`src/rtl/sdc_reader.sv`:
```
// sdc_reader: SPI-mode SD card block reader issuing CMD17 per block and streaming data bytes to RAM.
module sdc_reader #(
  parameter int BLOCK_BYTES   = 512,
  parameter int RESP_TIMEOUT  = 8,
  parameter int TOKEN_TIMEOUT = 4095
) (
  input  logic        clk,
  input  logic        reset,
  input  logic        start,
  input  logic [31:0] blockAddr,
  input  logic [7:0]  numBlocks,
  input  logic        dataFromSdc,
  input  logic        full,
  output logic        dataToSdc,
  output logic        sclkEn,
  output logic        csN,
  output logic [7:0]  dataToRam,
  output logic        byteValid,
  output logic        busy,
  output logic        done,
  output logic        error,
  output logic [1:0]  errCode
);
  typedef enum logic [3:0] {IDLE, CMD, RESP, TOKEN, DATA, CRC, GAP, DONE, ERR} stateT;
  localparam logic [15:0] RESP_LAST  = 16'(RESP_TIMEOUT * 8 - 1);
  localparam logic [15:0] TOKEN_LAST = 16'(TOKEN_TIMEOUT);
  localparam logic [15:0] DATA_LAST  = 16'(BLOCK_BYTES - 1);
  stateT state, stateNext;
  logic [47:0] frame;
  logic [31:0] addr;
  logic [7:0]  blocksLeft, rxByte;
  logic [6:0]  shifter;
  logic [5:0]  bitCnt;
  logic [15:0] cnt;
  logic [1:0]  errNext;
  logic        hunting, pend, active, byteEnd;
  assign active    = state inside {CMD, RESP, TOKEN, DATA, CRC};
  assign csN       = !active;
  // a received byte waiting on a full RAM freezes the bit clock at the byte boundary
  assign sclkEn    = (active || state == GAP) && !(pend && full);
  assign dataToSdc = (state == CMD) ? frame[47] : 1'b1;
  assign busy      = active || state == GAP;
  assign done      = state == DONE;
  assign byteValid = pend && !full;
  assign rxByte    = {shifter, dataFromSdc};
  assign byteEnd   = sclkEn && bitCnt == 6'd7;
  always_comb begin
    stateNext = state;
    errNext = 2'd0;
    case (state)
      IDLE: stateNext = start ? CMD : IDLE;
      CMD: stateNext = (bitCnt == 6'd47) ? RESP : CMD;
      RESP:
        if (hunting) errNext = (dataFromSdc && cnt == RESP_LAST) ? 2'd2 : 2'd0;
        else if (bitCnt == 6'd7) begin
          stateNext = TOKEN;
          errNext = (rxByte == 8'h00) ? 2'd0 : 2'd1;
        end
      TOKEN:
        if (bitCnt == 6'd7) begin
          stateNext = (rxByte == 8'hFE) ? DATA : TOKEN;
          errNext = (rxByte[7:4] == 4'h0) ? 2'd3 :
                    (rxByte != 8'hFE && cnt == TOKEN_LAST) ? 2'd2 : 2'd0;
        end
      DATA: stateNext = (byteEnd && cnt == DATA_LAST) ? CRC : DATA;
      CRC: stateNext = (sclkEn && bitCnt == 6'd15) ? GAP : CRC;
      GAP: stateNext = (bitCnt == 6'd7) ? ((blocksLeft == 8'd1) ? DONE : CMD) : GAP;
      default: stateNext = IDLE;
    endcase
    if (errNext != 2'd0) stateNext = ERR;
  end
  always_ff @(posedge clk) begin
    if (reset) begin
      state      <= IDLE;
      frame      <= '1;
      addr       <= 32'd0;
      blocksLeft <= 8'd0;
      shifter    <= 7'd0;
      bitCnt     <= 6'd0;
      cnt        <= 16'd0;
      hunting    <= 1'b1;
      pend       <= 1'b0;
      dataToRam  <= 8'd0;
      error      <= 1'b0;
      errCode    <= 2'd0;
    end else begin
      state <= stateNext;
      if (byteValid) pend <= 1'b0;
      case (state)
        IDLE:
          if (start) begin
            addr       <= blockAddr;
            frame      <= {8'h51, blockAddr, 8'hFF};
            blocksLeft <= (numBlocks == 8'd0) ? 8'd1 : numBlocks;
            error      <= 1'b0;
            errCode    <= 2'd0;
          end
        CMD: begin
          frame  <= {frame[46:0], 1'b1};
          bitCnt <= bitCnt + 6'd1;
        end
        RESP:
          if (hunting) begin
            hunting <= dataFromSdc;
            bitCnt  <= dataFromSdc ? 6'd0 : 6'd1;
            cnt     <= cnt + 16'd1;
            shifter <= 7'd0;
          end else begin
            shifter <= rxByte[6:0];
            bitCnt  <= bitCnt + 6'd1;
          end
        TOKEN: begin
          shifter <= rxByte[6:0];
          bitCnt  <= (bitCnt == 6'd7) ? 6'd0 : bitCnt + 6'd1;
          if (bitCnt == 6'd7) cnt <= cnt + 16'd1;
        end
        DATA:
          if (sclkEn) begin
            shifter <= rxByte[6:0];
            bitCnt  <= byteEnd ? 6'd0 : bitCnt + 6'd1;
            if (byteEnd) begin
              dataToRam <= rxByte;
              pend      <= 1'b1;
              cnt       <= cnt + 16'd1;
            end
          end
        CRC: if (sclkEn) bitCnt <= bitCnt + 6'd1;
        GAP: begin
          bitCnt <= bitCnt + 6'd1;
          if (bitCnt == 6'd7) begin
            addr       <= addr + 32'd1;
            frame      <= {8'h51, addr + 32'd1, 8'hFF};
            blocksLeft <= blocksLeft - 8'd1;
          end
        end
        default: ;
      endcase
      if (stateNext == ERR) begin
        error   <= 1'b1;
        errCode <= errNext;
      end
      if (stateNext != state) begin
        bitCnt  <= 6'd0;
        cnt     <= 16'd0;
        hunting <= 1'b1;
      end
    end
  end
endmodule

```
`config.mk`:
```
export PLATFORM = sky130hd
export DESIGN_NAME = sdc_reader
export DESIGN_NICKNAME = d
export VERILOG_FILES = /design/src/rtl/sdc_reader.sv
export SDC_FILE = /design/constraint.sdc
export NUM_CORES = 1
export LEC_CHECK = 0
export CORE_ASPECT_RATIO = 0.9
export CORE_MARGIN = 1
export CORE_UTILIZATION = 25
export CTS_CLUSTER_SIZE = 8
export DETAILED_ROUTE_END_ITERATION = 16
export PLACE_DENSITY = 0.39
export SETUP_SLACK_MARGIN = 0.05
export SYNTH_ARGS = -nofsm -noshare
export SYNTH_HDL_FRONTEND = slang
export SYNTH_SLANG_ARGS = --single-unit
```
`constraint.sdc`:
```
create_clock -name clk -period 3.1 [get_ports clk]
set_input_delay 0.62 -clock clk [delete_from_list [all_inputs] [get_ports clk]]
set_output_delay 0.62 -clock clk [all_outputs]
set_load 0.05 [all_outputs]
```
# == Word level (Yosys, flattened, before mapping) ==
# Cells that the tools add are included.
# classes
add_sub_neg,4
multipliers,0
div_mod_pow,0
n_lt_le_gt_ge,0
eq_ne,25
shifts,0
mux,57
bitwise_logic,0
reduce_logical,33
# ops
op,count
$pmux 48 s3,1
$mux 48,2
$mux 16,4
$mux 32,2
$pmux 32 s2,1
$pmux 16 s3,1
$add 32x1->32 const B,1
$mux 6,5
$pmux 6 s5,1
$pmux 4 s7,1
$mux 8,3
$pmux 7 s3,1
$mux 2,10
$add 16x1->16 const B,1
$eq 16x12->1 const B,1
$eq 16x6->1 const B,1
$eq 16x9->1 const B,1
$eq 4x3->1 const B,4
$logic_not 8->1,2
$mux 4,4
$pmux 8 s2,1
$mux 1,14
$mux 7,2
$reduce_and 3->1,4
other kinds (26),51
# word_totals
regBits,134
latch_bits,0
mem_bits_rw,0
rom_bits,0
out_inout_bits,17
memories,0

# == Logic depth before layout (Yosys ltp) ==
# Gate-level depths: netlist of the first run.
# depth
ltp_word,12
ltp_mapped,10

# == Worst setup path after synthesis of the first run ==
# No wires, ideal clock.
# synth_path
path_type,in2out
startpoint,input port full
endpoint,output port sclkEn
arrival_ns,2.387
setup_slack_ns,0.093
stages,2
cell_sequence,nand2_1 nor4b_1
# synth_via
elab_chain_len,3
# synth_lines
element,line,text
start: declaration,13,"input logic full,"
$logic_and 1x1->1,40,assign sclkEn = (active || state == GAP) && !(pend && full);
$logic_not 1->1,40,
$logic_and 1x1->1,40,
end: declaration,15,"output logic sclkEn,"
# No other way between the ends.

# == Worst setup path after layout of the first run ==
# layout_path
startpoint,register state[1]
endpoint,output port csN
# layout_via
elab_chain_len,3
word_cells_on_any_way,7
# layout_lines
element,line,text
start: declaration,28,"stateT state, stateNext;"
start signal: assignment,87,state <= stateNext;
"$eq 4x1->1, or another cell as far along",37,"assign active = state inside {CMD, RESP, TOKEN, DATA, CRC};"
$reduce_bool 5->1 *,37,
$logic_not 1->1 *,38,assign csN = !active;
end: declaration,16,"output logic csN,"
# Mark *: on every way between the ends. The rest lies on a longest branch, timed or not.

==> run metrics, run 1 <==
clock skew=9.08 ps; Buffers on Ports=61; end point of the critical path=csN; number of synthesized flops with an enable pin=0; max incr delay on CP=830 ps; R2R cell count=8; vias per cell=5.13; CP delay by family, top=buffers and inverters; most common flop cell mapped by yosys=dfxtp_1; Yosys cell types=73; most common cell in the synthesized netlist=dfxtp_1; dominant cell type by area after synthesis=dfxtp_1; GRT overflow=0; initial DRC count=~430; Fillers=3,007; CP startpoint kind=register; Post-Syn Nets=around 970; WP data arrival=2310 ps; Critical path origin=state[1]$_SDFF_PP0_; cell area after placement=approximately 8400 um2; status=complete, no violations; sequential cell area=2520 um2; r2r startpoint=bitCnt[0]$_SDFFE_PP0P_; layout cells sized above 1=12.5%; WP data required=between 2000 and 2500 ps; crit path buf inv count=1; CP Class=reg2out; Post-synth top cells=dfxtp_1 (126), nand2_1 (118), nor2_1 (107); FF+latch count, synth=126; gr usage total=16.8%; final instance area=8980 um2; VDD IR max=415 uV; Reg2Reg Setup Slack=slightly above 400 ps; Post-Syn Area=7190 um2; setup TNS=0 ps; clk root buf=clkbuf_16; final period utilization=94.4%; Post-synth ARST share=0%; H-tree Lvls=4; Synth top area share=approximately a third; CP Capture Type=output port; reg-to-reg endpoint=cnt[6]$_SDFFE_PP0P_; Synth Instances=between 900 and 1,000; CTS tree=yes; drt wl/cell=17.6 um; top-level port count=62; RSZ-0062 raised after global routing=false; hold path cells=2; Multi-input gate area=4350 um2; clock tree buffer depth=2; CORE AREA=28,100 um2; top cells by area, synth=dfxtp_1 (35%), nand2_1 (6.2%), nor2_1 (5.6%); Max Slew Vio Count=0; Num CTS Buffers=17; crit-path max FO=14; Avg Inst Size Synth=around 8 um2; first-pass GRT wire length=39.0 mm; Initial Util=between 20% and 30%; final number of setup-violating endpoints=0; later-pin clock latency in the skew report=420 ps; Lkg Pwr=0.00311 uW; clock sinks=126; Post-route DRC=0; synth warn=0; vias in the first global route=just under 7,000; via count=6,905; maximum capacitance violations=0; Period minus WS final=2930 ps; PD cells=between 500 and 600 nW/um2; # rows=58; Clock transition at path regs=60 ps; DR pass1 iterations=4; sequential fraction of the synthesis area=35.1%; Setup Buffers After CTS=0; Critical Path, Cell by Cell=nor3_1, a211o_1, clkdlybuf4s50_1; Die Ht=163 um; antenna diode count=0; Hold Crit Class=reg2reg; die area=29,400 um2; Nets=1,023; RD Place Congestion=0.820; CTS Hold Bufs=0; max_slew headroom=54.5%; Least-Margin Pin Slew=683 ps; antenna violations before repair=0; largest net degree at the start of global routing=56; Synth-to-Final Area Change=24.9%; Routed Antenna Nets=0; Crit path depth=3; Achievable Freq=0.342 GHz; post-DP HPWL=about 16 mm; Hold Fails Final Rpt=0; routed wire length=23.8 mm; Die Wd=~180 um; critical path's slowest cell=clkdlybuf4s50_1
sequential cells by signal, summed over array words and instances, names as in the netlist:
signal	cells
frame	40
addr	32
cnt	16
blocksLeft	8
dataToRam	8
shifter	7
bitCnt	6
state	4
errCode	2
error	1
hunting	1
pend	1
power breakdown:
group | internal (uW) | switching [uW]
clock | 1360 | 787
combinational | 243 | 310
sequential | 1710 | 84.8
total | 3310 | 1180
cell usage in the layout (no fill, tap or decap), types with 10 or more instances in the layout:
cell / Yosys / layout
nor3_2: 20 / 20
nand2_1: 118 / 117
a22o_1: 10 / 10
xnor2_1: 28 / 28
a22oi_1: 19 / 19
inv_1: 17 / 17
nand4_1: 13 / 13
nor4_1: 13 / 13
o21ai_0: 37 / 37
clkdlybuf4s50_1: 0 / 56
clkbuf_16: 0 / 17
xor2_1: 12 / 12
nor3_1: 23 / 23
nand3_1: 39 / 39
and3_1: 10 / 10
nor2_1: 107 / 107
a211oi_1: 15 / 15
a21oi_1: 63 / 63
dfxtp_1: 126 / 125
buf_4: 2 / 43
final cells by class:
class | count | share of cell area (%)
Sequential cell | 126 | 28.1
Inverter | 17 | 0.711
Clock buffer | 20 | 4.97
Tap cell | 360 | 5.02
Multi-Input combinational cell | 706 | 48.4
Timing Repair Buffer | 105 | 10.9
Clock inverter | 12 | 1.87
tightest hold or removal path: cells and delay by family, from the launching register on:
kind | cells | cell delay (ps)
flip-flops | 1 | 310
AO/OA/AOI/OAI | 1 | 50
AND/OR/NAND/NOR | 1 | 50
worst min-delay path by stage:
stage / start / end
after detailed placement: dataToRam[7]$_SDFFE_PP0P_ / dataToRam[7]$_SDFFE_PP0P_
after floorplan: frame[9]$_SDFFE_PP1P_ / frame[9]$_SDFFE_PP1P_
after global routing: dataToRam[2]$_SDFFE_PP0P_ / dataToRam[2]$_SDFFE_PP0P_
after CTS: dataToRam[7]$_SDFFE_PP0P_ / dataToRam[7]$_SDFFE_PP0P_
after global placement: frame[9]$_SDFFE_PP1P_ / frame[9]$_SDFFE_PP1P_
final: dataToRam[4]$_SDFFE_PP0P_ / dataToRam[4]$_SDFFE_PP0P_
cells by family after synthesis:
logic type               share of synthesized area [%]
XOR/XNOR                                          5.10
buffers and inverters                             4.86
flip-flops                                        35.1
multiplexers                                     0.139
AND/OR/NAND/NOR                                   30.0
AO/OA/AOI/OAI                                     24.0
adder cells (fa/ha/maj)                          0.870
per-stage QoR:
stage	power [uW]	hold slack, ps	setup slack (ps)	utilization (%)	std cells
2_1_floorplan	2150	435	92.9	-	915
3_5_place_dp	2380	449	136	29.8	1314
6_report	4490	461	174	32.0	1346
5_1_grt	4690	488	57.3	32.0	1346
3_3_place_gp	2390	451	141	29.8	1314
4_1_cts	4550	461	150	32.0	1346
layer usage:
layer  track usage, %  wire, um
met2             26.4     10500
met5                0         0
met1             23.2     12200
met4             4.31       259
met3             3.71       817
repair_timing:
action                     CTS  global route
gates resized for setup      1             1
setup endpoints to repair    1             1
gates cloned                 0             0
Power figures use the tool's default switching activity.
==> run 2: changes to the inputs <==
==> constraint.sdc (replaced) <==
create_clock -name clk -period 2.8 [get_ports clk]
set_input_delay 0.56 -clock clk [delete_from_list [all_inputs] [get_ports clk]]
set_output_delay 0.56 -clock clk [all_outputs]
set_load 0.05 [all_outputs]
==> run metrics, run 2 (synthesis gave the netlist of run 1 again) <==
Critical Path, Cell by Cell=nor2b_1, buf_4, nand2_4, nand2_1, buf_12; via count=7,069; Routed Antenna Nets=0; initial DRC count=465; Num CTS Buffers=17; routed wire length=roughly 24 mm; maximum capacitance violations=0; # rows=58; layout cells sized above 1=15.6%; clock power share=between 40% and 50%; Largest register FFs=40; gr usage total=between 15 and 20%; H-tree Lvls=4; commonest non-fill, non-tap cells in the layout=dfxtp_1 (126), nand2_1 (117), nor2_1 (107); Buffers on Ports=61; CP Capture Type=output port; Power Total=5230 uW; RSZ-0062 raised after global routing=false; GRT overflow=0; final period utilization=93.3%; Hold Fails Final Rpt=0; Clock transition at path regs=60 ps; Achievable Freq=0.383 GHz; Die Ht=163 um; status=complete, no violations; Max Slew Vio Count=0; CTS Hold Bufs=0; largest net degree at the start of global routing=72; max incr delay on CP=about 580 ps; sequential power share=between 30% and 40%; DR pass1 iterations=4; final number of setup-violating endpoints=0; Die Wd=around 180 um; top-level port count=62; switching part of the total=between 20% and 30%; antenna diode count=0; CP Class=reg2out; HP Start=error$_SDFFE_PP0P_; antenna violations before repair=0; clock tree buffer depth=2; Synth-to-Final Area Change=29.3%; most common cell after layout, fill and taps aside=dfxtp_1; crit-path max FO=11; vias in the first global route=7,060; Final Util=33.1%; critical path's slowest cell=dfxtp_1; clock sinks=126; WP data arrival=2050 ps; CP delay by family, top=simple AND/OR/NAND/NOR gates; Initial Util=25.6%; Least-Margin Pin Slew=679 ps; top flop regs=frame x40, addr x32, cnt x16; Hold Crit Class=reg2reg; CTS tree=yes; max_slew headroom=between 50 and 60%; RD Place Congestion=0.838; WP data required=2240 ps; sw power=1360 uW; Comb pwr share=12.5%; Fillers=roughly 3,000; clock skew=9.56 ps; die area=29,400 um2; Period minus WS final=between 2000 and 3000 ps; CORE AREA=around 28,000 um2; r2r startpoint=bitCnt[0]$_SDFFE_PP0P_; later-pin clock latency in the skew report=430 ps; vias per cell=5.14; largest reg by FF count=frame; crit path buf inv count=2; CP startpoint kind=register; drt wl/cell=17.8 um; VDD IR max=about 440 uV; Nets=1,052; Critical path origin=state[2]$_SDFF_PP0_; PD cells=roughly 560 nW/um2; Post-route DRC=0; internal power=3870 uW; first-pass GRT wire length=39.5 mm; post-DP HPWL=17.0 mm; Lkg Pwr=0.00328 uW; clk root buf=clkbuf_16
run 2: cell types whose count changed in the layout (fill, tap and decap cells not counted), sizes merged:
cell,delta
clkbuf,-2
clkdlybuf4s50,-2
dlymetal6s2s,-1
inv,+1
bufinv,+2
buf,+32
clkinv,-4
clkinvlp,+3
run 2: per-layer routing:
metal / track usage [%] / up-vias / wire length (um)
li1: - / 3551 / -
met1: 23.6 / 3396 / 12600
met2: 26.9 / 102 / 10800
met3: 3.31 / 20 / 790
met4: 5.28 / 0 / 297
met5: 0 / - / 0
run 2: what timing repair did:
item | in CTS | in global routing
setup endpoints to repair | 0 | 2
buffers inserted | 0 | 1
hold endpoints to repair | 0 | 0
gates resized for setup | 0 | 1
run 2: power by group through the flow:
stage	combinational, uW	sequential, uW	clock (uW)
floorplan	395	1980	0
global placement	657	2010	0
detailed placement	656	2010	0
CTS	659	1970	2670
global route	716	1990	2740
finish	652	1970	2610
run 2: area by class of cell:
cell class	instances	area (um2)	area share, %
multi-input cells	706	4360	46.9
clock inverters	14	239	2.57
flip-flops and latches	126	2520	27.1
well taps	360	450	4.85
inverters	17	63.8	0.686
clock buffers	18	439	4.72
repair buffers	134	1230	13.2
run 2: worst paths after layout:
check                                             to  slack, ps  cells after the start
worst max-delay path                            busy        190                      5
worst min-delay path              error$_SDFFE_PP0P_        460                      2
worst max register to register  hunting$_SDFFE_PP1P_        290                      8
worst min register to register    error$_SDFFE_PP0P_        460                      2
run 2: per-stage QoR:
step                hold WS (ps)  instance area (um2)  setup TNS, ps  worst slack, ps  std cells
floorplan                    435                 7190              0              312        915
global placement             452                 8610           -358            -36.0       1342
detailed placement           452                 8610          -1620            -82.8       1342
CTS                          464                 9290              0              137       1374
global route                 482                 9300              0             65.0       1375
finish                       460                 9300              0              186       1375
run 2: worst register-to-register path: cells and delay by family, from the launching register on:
family | cells | cell delay [ps]
AND/OR/NAND/NOR | 4 | 1310
flip-flops | 1 | 400
adder cells (fa/ha/maj) | 1 | 270
AO/OA/AOI/OAI | 2 | 250
buffers and inverters | 1 | 170
